### src/rtl/alu_pkg.sv
// Shared opcode and state encodings for the bit-serial ALU.
package alu_pkg;

  localparam logic [2:0] OP_AND  = 3'b000;
  localparam logic [2:0] OP_OR   = 3'b001;
  localparam logic [2:0] OP_XOR  = 3'b010;
  localparam logic [2:0] OP_NOR  = 3'b011;
  localparam logic [2:0] OP_ADD  = 3'b100;
  localparam logic [2:0] OP_SUB  = 3'b101;
  localparam logic [2:0] OP_SLT  = 3'b110;
  localparam logic [2:0] OP_RSVD = 3'b111;

  typedef enum logic [1:0] {
    IDLE = 2'b00,
    RUN  = 2'b01,
    DONE = 2'b10
  } state_t;

  function automatic logic is_subtract(input logic [2:0] op);
    return (op == OP_SUB) || (op == OP_SLT);
  endfunction

endpackage

### src/rtl/alu_slice.sv
// One-bit ALU cell: logic ops plus a full adder whose b input is inverted
// for subtract-style opcodes (the caller seeds carry=1 to finish two's complement).
module alu_slice
  import alu_pkg::*;
(
  input  logic       a,
  input  logic       b,
  input  logic       cin,
  input  logic [2:0] op,
  output logic       r,
  output logic       cout
);

  logic b_eff;

  always_comb begin
    r     = 1'b0;
    cout  = 1'b0;
    b_eff = b ^ is_subtract(op);
    case (op)
      OP_AND: r = a & b;
      OP_OR:  r = a | b;
      OP_XOR: r = a ^ b;
      OP_NOR: r = ~(a | b);
      OP_ADD, OP_SUB, OP_SLT: begin
        r    = a ^ b_eff ^ cin;
        cout = (a & b_eff) | (a & cin) | (b_eff & cin);
      end
      default: begin
        r    = 1'b0;
        cout = 1'b0;
      end
    endcase
  end

endmodule

### src/rtl/serial_alu.sv
// Bit-serial ALU: one slice processes WIDTH-bit operands LSB-first, one bit
// per clock, behind valid/ready request and result ports.
//
//   state | meaning
//   IDLE  | in_ready=1, waiting for a request to latch
//   RUN   | shifting operands through the slice, one bit per clock
//   DONE  | out_valid=1, result and flags held until out_ready
module serial_alu
  import alu_pkg::*;
#(
  parameter int WIDTH = 8
) (
  input  logic             clk,
  input  logic             reset,
  input  logic             in_valid,
  output logic             in_ready,
  input  logic [WIDTH-1:0] a,
  input  logic [WIDTH-1:0] b,
  input  logic [2:0]       op,
  output logic             out_valid,
  input  logic             out_ready,
  output logic [WIDTH-1:0] result,
  output logic             carry_out,
  output logic             overflow,
  output logic             zero
);

  localparam int CNT_W = $clog2(WIDTH);

  state_t             state_q, state_d;
  logic [CNT_W-1:0]   count_q, count_d;
  logic               carry_q, carry_d;
  logic [WIDTH-1:0]   a_sh_q, a_sh_d;
  logic [WIDTH-1:0]   b_sh_q, b_sh_d;
  logic [2:0]         op_q, op_d;
  logic [WIDTH-1:0]   acc_q, acc_d;
  logic [WIDTH-1:0]   result_q, result_d;
  logic               carry_out_q, carry_out_d;
  logic               ovf_q, ovf_d;
  logic               zero_q, zero_d;

  logic               slice_r;
  logic               slice_cout;
  logic               is_arith;
  logic               ovf_now;
  logic [WIDTH-1:0]   res_final;

  alu_slice u_slice (
    .a    (a_sh_q[0]),
    .b    (b_sh_q[0]),
    .cin  (carry_q),
    .op   (op_q),
    .r    (slice_r),
    .cout (slice_cout)
  );

  always_comb begin
    state_d     = state_q;
    count_d     = count_q;
    carry_d     = carry_q;
    a_sh_d      = a_sh_q;
    b_sh_d      = b_sh_q;
    op_d        = op_q;
    acc_d       = acc_q;
    result_d    = result_q;
    carry_out_d = carry_out_q;
    ovf_d       = ovf_q;
    zero_d      = zero_q;
    in_ready    = 1'b0;
    out_valid   = 1'b0;
    is_arith    = (op_q == OP_ADD) || (op_q == OP_SUB) || (op_q == OP_SLT);
    // Overflow only matters on the MSB cycle, where carry_q is the carry into the MSB.
    ovf_now     = is_arith & (carry_q ^ slice_cout);
    res_final   = {slice_r, acc_q[WIDTH-1:1]};
    if (op_q == OP_SLT) begin
      res_final = {{(WIDTH-1){1'b0}}, slice_r ^ ovf_now};
    end

    case (state_q)
      IDLE: begin
        in_ready = 1'b1;
        if (in_valid) begin
          a_sh_d  = a;
          b_sh_d  = b;
          op_d    = op;
          count_d = '0;
          carry_d = is_subtract(op);
          state_d = RUN;
        end
      end
      RUN: begin
        acc_d   = {slice_r, acc_q[WIDTH-1:1]};
        a_sh_d  = a_sh_q >> 1;
        b_sh_d  = b_sh_q >> 1;
        carry_d = slice_cout;
        count_d = count_q + 1'b1;
        if (count_q == CNT_W'(WIDTH - 1)) begin
          count_d     = '0;
          result_d    = res_final;
          carry_out_d = ((op_q == OP_ADD) || (op_q == OP_SUB)) & slice_cout;
          ovf_d       = ovf_now;
          zero_d      = (res_final == '0);
          state_d     = DONE;
        end
      end
      DONE: begin
        out_valid = 1'b1;
        if (out_ready) begin
          state_d = IDLE;
        end
      end
      default: state_d = IDLE;
    endcase
  end

  always_ff @(posedge clk) begin
    if (reset) begin
      state_q     <= IDLE;
      count_q     <= '0;
      carry_q     <= 1'b0;
      a_sh_q      <= '0;
      b_sh_q      <= '0;
      op_q        <= OP_AND;
      acc_q       <= '0;
      result_q    <= '0;
      carry_out_q <= 1'b0;
      ovf_q       <= 1'b0;
      zero_q      <= 1'b0;
    end else begin
      state_q     <= state_d;
      count_q     <= count_d;
      carry_q     <= carry_d;
      a_sh_q      <= a_sh_d;
      b_sh_q      <= b_sh_d;
      op_q        <= op_d;
      acc_q       <= acc_d;
      result_q    <= result_d;
      carry_out_q <= carry_out_d;
      ovf_q       <= ovf_d;
      zero_q      <= zero_d;
    end
  end

  assign result    = result_q;
  assign carry_out = carry_out_q;
  assign overflow  = ovf_q;
  assign zero      = zero_q;

endmodule

### config.mk
export PLATFORM = sky130hd
export DESIGN_NAME = serial_alu
export DESIGN_NICKNAME = d
export VERILOG_FILES = /design/src/rtl/alu_pkg.sv /design/src/rtl/alu_slice.sv /design/src/rtl/serial_alu.sv
export SDC_FILE = /design/constraint.sdc
export NUM_CORES = 1
export LEC_CHECK = 0
export CAP_MARGIN = 20
export CORE_MARGIN = 1
export CORE_UTILIZATION = 50
export CTS_BUF_LIST = sky130_fd_sc_hd__clkbuf_8
export DETAILED_ROUTE_END_ITERATION = 7
export HOLD_SLACK_MARGIN = 0.08
export PLACE_DENSITY = 0.79
export SKIP_CTS_REPAIR_TIMING = 1
export SLEW_MARGIN = 10
export SYNTH_ARGS = -nofsm -noshare
export SYNTH_HDL_FRONTEND = slang
export SYNTH_HIERARCHICAL = 1
export SYNTH_SLANG_ARGS = --single-unit
### constraint.sdc
create_clock -name clk -period 2.9 [get_ports clk]
set_clock_uncertainty 0.1 [all_clocks]
set_input_delay 0.58 -clock clk [delete_from_list [all_inputs] [get_ports clk]]
set_output_delay 0.58 -clock clk [all_outputs]
set_load 0.02 [all_outputs]
* Word-level counts from Yosys, hierarchy flattened
Cells that the tools add are included.
** Operators by class
- Equality and inequality tests :: 14
- Add/subtract/negate cells :: 1
- Muxes and demuxes :: 18
- Reduce and logical (&&, ||, !) cells :: 13
- Bitwise logic cells :: 16
** Operators with widths (count)
- $pmux W8 S2 :: 2
- $mux W8 :: 3
- $eq A3 B3 Y1 const B :: 6
- $logic_not A8 Y1 :: 1
- $and A1 B1 Y1 :: 6
- $eq A3 B2 Y1 const B :: 2
- $mux W2 :: 3
- $mux W3 :: 2
- $ne A2 B2 Y1 const B :: 3
- $pmux W2 S3 :: 1
- $pmux W3 S2 :: 1
- $reduce_and A2 Y1 :: 3
- $xor A1 B1 Y1 :: 6
- $pmux W1 S5 :: 1
- $logic_or A1 B1 Y1 :: 4
- $mux W1 :: 4
- $add A3 B1 Y3 const B :: 1
- $eq A3 B1 Y1 const B :: 1
- $logic_not A3 Y1 :: 1
- $or A1 B1 Y1 :: 3
- $reduce_and A3 Y1 :: 1
- $reduce_or A3 Y1 :: 1
- $eq A2 B1 Y1 const B :: 1
- $eq A2 B2 Y1 const B :: 1
- other kinds (4) :: 4
** Storage, ports and cells
- Input port bits :: 23
- Register bits after elaboration :: 44
- Word-level logic and storage cells :: 73
- Output and inout port bits :: 13

* Logic depth before layout (Yosys ltp)
Gate-level depths: netlist of run 1.
- Depth in word-level cells :: 12
- Gate-level depth with buffers :: 10
- Mapped depth without buffers :: 10

* Cells and area by module
Netlist of run 1, hierarchy kept.
** Modules (own cells, without submodules)
- serial_alu :: times used 1, cells an instance 216, area each 1888.1 µm², seq. area each 860.8 µm²
- alu_slice :: times used 1, cells an instance 17, area each 131.4 µm², seq. area each 0.0 µm²

* Worst setup path after synthesis of run 1
No wires, ideal clock.
- Path type :: reg2reg
- From :: reg op_q[0]
- To :: reg result_q[0], in the netlist result[0]
- Arrival time :: 2.201 ns
- Buffers on the path :: 0
- Clock period less this slack :: 2.373 ns
- Stages on the path, launching flop included :: 11
- Required time :: 2.728 ns
- Library setup time :: 0.072 ns
- Path slack :: 0.527 ns
- Cells stage by stage :: dfxtp_1 -> xor2_1 -> nand2_1 -> xnor2_1 -> fa_1 -> nand3_1 -> o31ai_1 -> xnor3_1 -> nand3_1 -> nand3b_1 -> a21oi_1
** On the way
- Elaborated cells between the ends (all ways) :: 24
- Classes of those cells :: 6 x eq/ne; 3 x mux; 10 x bitwise; 5 x reduce/logical
** RTL lines
- start, declared :: line serial_alu.sv:35 : logic [2:0] op_q, op_d;
- start signal, assigned :: line serial_alu.sv:135 : op_q <= op_d;
- $eq A3 B3 Y1 :: line alu_pkg.sv:20, alu_slice.sv:20
- $logic_or A1 B1 Y1 :: line alu_pkg.sv:20 : return (op == OP_SUB) || (op == OP_SLT);
- $xor A1 B1 Y1 :: line alu_slice.sv:19 : b_eff = b ^ is_subtract(op);
- $xor A1 B1 Y1 (2 in a row) :: line alu_slice.sv:26 : r = a ^ b_eff ^ cin;
- $pmux W1 S5 (*) :: line alu_slice.sv:20 : case (op)
- via slice_r :: line serial_alu.sv:42 : logic slice_r;
- $xor A1 B1 Y1 (*) :: line serial_alu.sv:76 : res_final = {{(WIDTH-1){1'b0}}, slice_r ^ ovf_now};
- $mux W8 (*) :: line serial_alu.sv:75 : if (op_q == OP_SLT) begin
- end signal, assigned :: line serial_alu.sv:137 : result_q <= result_d;
- end, declared :: line serial_alu.sv:37 : logic [WIDTH-1:0] result_q, result_d;
Mark *: on every way through the listed nets, which the timed path passes. The rest lies on a longest branch.
A chain may end at the register's enable or synchronous reset.

* Worst setup path after layout of run 1
Same ends and word-level chain as after synthesis.

==> results.txt, run 1 <==
----------------------------------------------------
[Outcome]
  Status ... finished, final reports clean

[Timing]
  Worst-margin pin slew ... a little over 900 ps
  Final-report hold violation count ... 0
  Final-layout setup total negative slack ... 0 ps
  Post-layout min period ... 2610 ps
  Timing-limited maximum frequency ... 383 MHz
  Headroom to the max-slew limit ... between 30% and 40%
  Setup repair after global routing missed its margin ... no
  Number of endpoints failing setup at the final stage ... 0
  Portion of the clock cycle consumed by the worst path in the final layout ... between 90% and 100%
  Max-slew violation count ... 0

[Layout]
  Share of final-layout standard cells stronger than drive strength 1 ... between 10% and 20%
  FILL cells ... ~320
  Net count, final ... slightly below 300
  Area grow syn2layout ... 19.8%
  Number of inserted diodes ... 0
  Cell Count, Final, Fillers Out ... slightly above 300
  Final Core Density ... about 64%

[Critical path]
  Start of the worst register-to-register path ... op_q[0]
  Type of destination of the critical path ... flop
  Highest net fanout along the worst path ... 8
  Critical Path RT ... a little over 3000 ps
  Termination of the worst setup path ... result[0]
  R2r worst-path depth ... 10
  Capture point of the worst reg-to-reg path ... result[0]
  Launch point of the worst path ... op_q[0]
  Register-to-register setup slack ... 290 ps
  Startpoint type of the worst setup path ... flop
  Critical path start-end classification ... flop to flop
  Critical path data arrival time ... 2730 ps

[Job]
  Max-cap violations ... 0

[Clock tree]
  Num CTS Buffers ... 5
  Root cell of the clock tree ... sky130_fd_sc_hd__clkbuf_8
  Clk sink count ... 43
  Maximum clock path buffer count ... 2
  CTS H-Tree Depth ... 2
  Clock insertion delay at the later pin of the skew report ... 290 ps
  Clock-pin slew on the worst setup and hold paths ... roughly 80 ps
  TritonCTS clock tree ... yes

[Synthesis]
  Yosys reg bits ... 43
  Mean post-synth cell area ... about 8.7 um^2
  Syn Nets ... approximately 260
  Async set or reset register ratio after synthesis ... 0%
  Main synth FF type ... sky130_fd_sc_hd__dfxtp_1
  Yosys top cell area share ... a little over two fifths
  Cells taking the most area after synthesis ... sky130_fd_sc_hd__dfxtp_1, sky130_fd_sc_hd__nand2_1, sky130_fd_sc_hd__a311oi_2
  Synth Instances ... around 230
  Post-Synthesis Cell Area ... about 2000 um^2
  Count of flip-flops with a built-in enable after synthesis ... 0
  Post-synth top area cell ... sky130_fd_sc_hd__dfxtp_1
  Yosys warns ... 6
  Post-synthesis sequential area ratio ... a little over two fifths
  Distinct cells, synth ... 36

[Floorplan]
  Width of the die ... ~66 um
  Initial Utilization ... ~54%
  Std-Cell Core Area ... 3770 um^2
  Die Y-Extent ... 65.6 um
  Die Footprint ... roughly 4300 um^2
  FP Rows ... 22
  Boundary Pins ... 36

[Placement]
  GP Congestion ... approximately 0.8
  Buffers on Ports ... 35
  Number of placed cells counting well taps ... approximately 300
  Detailed Place HPWL ... roughly 2.7 mm

[Route]
  Initial DRC count ... just over 90
  First-pass detailed-route iteration total ... 4
  Wirelength per Cell ... around 13 um
  Average vias per placed instance ... ~5.4
  Total detailed-routing wirelength ... 4.04 mm
  Routed Antenna Nets ... 0
  Via count ... ~1700
  Drc violations ... 0

[Global routing]
  Pin count of the biggest net entering global routing ... 44
  Antenna violations before repair ... 0
  Wire length of the first global-routing pass ... 6.79 mm
  Overall global routing resource usage ... between 20 and 25%
  Global route total overflow ... 0
  Vias in the first global route ... 1577

[Power and ir drop]
  Share of power burned in registers ... between 50% and 60%
  Total power per unit cell area ... a little under 500 nW/um^2
  Net switching fraction of the power ... 27.0%
  Highest ir drop seen on vdd ... roughly 0.3 mV
  Clock network fraction of total power ... a little under a third
  Proportion of power drawn by combinational gates ... 15.5%
  Internal power contribution ... 870 uW
  P_sw ... roughly 320 uW
  Static power due to leakage ... a little under 0.9 nW

[Worst hold path]
  Class of the most critical hold timing path ... flop to flop

----------------------------------------------------
[placed cells by master, fill, tap and decap left out, types with 3 or more instances in the layout]
master                            netlist  final
sky130_fd_sc_hd__nand3_1                8      8
sky130_fd_sc_hd__nor2b_1                3      3
sky130_fd_sc_hd__nand2_1               59     59
sky130_fd_sc_hd__clkinv_2               0      3
sky130_fd_sc_hd__clkbuf_8               0      5
sky130_fd_sc_hd__ha_1                   4      4
sky130_fd_sc_hd__a22oi_1                7      7
sky130_fd_sc_hd__nor3_1                 4      4
sky130_fd_sc_hd__dfxtp_1               43     43
sky130_fd_sc_hd__nor2_1                27     27
sky130_fd_sc_hd__clkdlybuf4s50_1        0     34
sky130_fd_sc_hd__a311oi_2              14     14
sky130_fd_sc_hd__a21oi_1               21     21
[cell type report]
| cell class | count | area (um^2) | share of cell area [%] |
|---|---|---|---|
| Inverter | 2 | 7.51 | 0.310 |
| Clock inverter | 3 | 15.0 | 0.621 |
| Timing Repair Buffer | 37 | 360 | 14.9 |
| Clock buffer | 5 | 68.8 | 2.85 |
| Sequential cell | 43 | 861 | 35.6 |
| Multi-Input combinational cell | 172 | 1050 | 43.2 |
| Tap cell | 48 | 60.1 | 2.48 |
[flip-flops by register name, summed over array words and instances (netlist names)]
name,flops
carry_out,1
a_sh_q,8
zero,1
b_sh_q,8
state_q,2
result,8
acc_q,7
count_q,3
op_q,3
overflow,1
carry_q,1
[worst min path at each step]
stage / start / end / slack (ps) / depth (start not counted)
global route: overflow / overflow / 370 / 2
finish: overflow / overflow / 350 / 2
global placement: overflow / overflow / 340 / 2
floorplan: acc_q[1] / acc_q[1] / 340 / 2
detailed placement: overflow / overflow / 350 / 2
CTS: overflow / overflow / 360 / 2
[per-stage QoR]
stage / setup slack [ps] / area (um^2) / total power [mW] / hold WS [ps]
global route: 146 / 2420 / 1.25 / 370
detailed placement: 335 / 2330 / 0.841 / 347
CTS: 307 / 2420 / 1.20 / 360
finish: 287 / 2420 / 1.19 / 354
global placement: 391 / 2330 / 0.835 / 339
floorplan: 527 / 2020 / 0.795 / 336
[critical path, cell delays in order (launching register included)]
cell and delay [ps]:
sky130_fd_sc_hd__dfxtp_1 470, sky130_fd_sc_hd__xor2_1 190, sky130_fd_sc_hd__nand2_1 80, sky130_fd_sc_hd__xnor2_1 150
sky130_fd_sc_hd__fa_1 480, sky130_fd_sc_hd__nand3_1 70, sky130_fd_sc_hd__o31ai_1 170, sky130_fd_sc_hd__xnor3_1 490
sky130_fd_sc_hd__nand3_1 110, sky130_fd_sc_hd__nand3b_1 90, sky130_fd_sc_hd__a21oi_1 140
[metal layers]
metal  vias to the layer above  global-route usage, %  wire length [um]
li1                        850                      -                 -
met1                       805                   25.0              1900
met2                        22                   35.1              1960
met3                         5                   4.34               110
met4                         0                   7.88                61
met5                         -                      0                 0
[Yosys cell counts, types with 3 or more instances]
cell                       count
sky130_fd_sc_hd__nand3_1       8
sky130_fd_sc_hd__a311oi_2     14
sky130_fd_sc_hd__buf_2         3
sky130_fd_sc_hd__nor2b_1       3
sky130_fd_sc_hd__buf_4         6
sky130_fd_sc_hd__nor3_1        4
sky130_fd_sc_hd__nand2_1      59
sky130_fd_sc_hd__ha_1          4
sky130_fd_sc_hd__a21oi_1      21
sky130_fd_sc_hd__nor2_1       27
sky130_fd_sc_hd__dfxtp_1      43
sky130_fd_sc_hd__a22oi_1       7
sky130_fd_sc_hd__clkbuf_1      3
[logic make-up (layout without fill, tap and decap cells)]
kind of cell	Yosys count	in the layout	synth area share, %
xor+xnor	5	5	2.85
flops	43	43	42.6
mux	1	1	0.496
fa+ha+maj	5	5	3.47
compound gates	47	47	20.2
buf+inv	18	47	5.58
simple gates	114	114	24.8
[power groups by stage]
stage / combinational (mW) / sequential (mW) / clock (mW)
6_report: 0.184 / 0.643 / 0.363
5_1_grt: 0.205 / 0.648 / 0.400
4_1_cts: 0.185 / 0.643 / 0.370
3_5_place_dp: 0.184 / 0.657 / 0
3_3_place_gp: 0.180 / 0.656 / 0
2_1_floorplan: 0.144 / 0.651 / 0
Note: power is estimated with default switching activity, not from simulation.
==> run 2, diff against run 1 <==
- CAP_MARGIN: 20 -> default
==> results of run 2 <==
No change in the layout: final DEF, timing and power equal those of run 1.
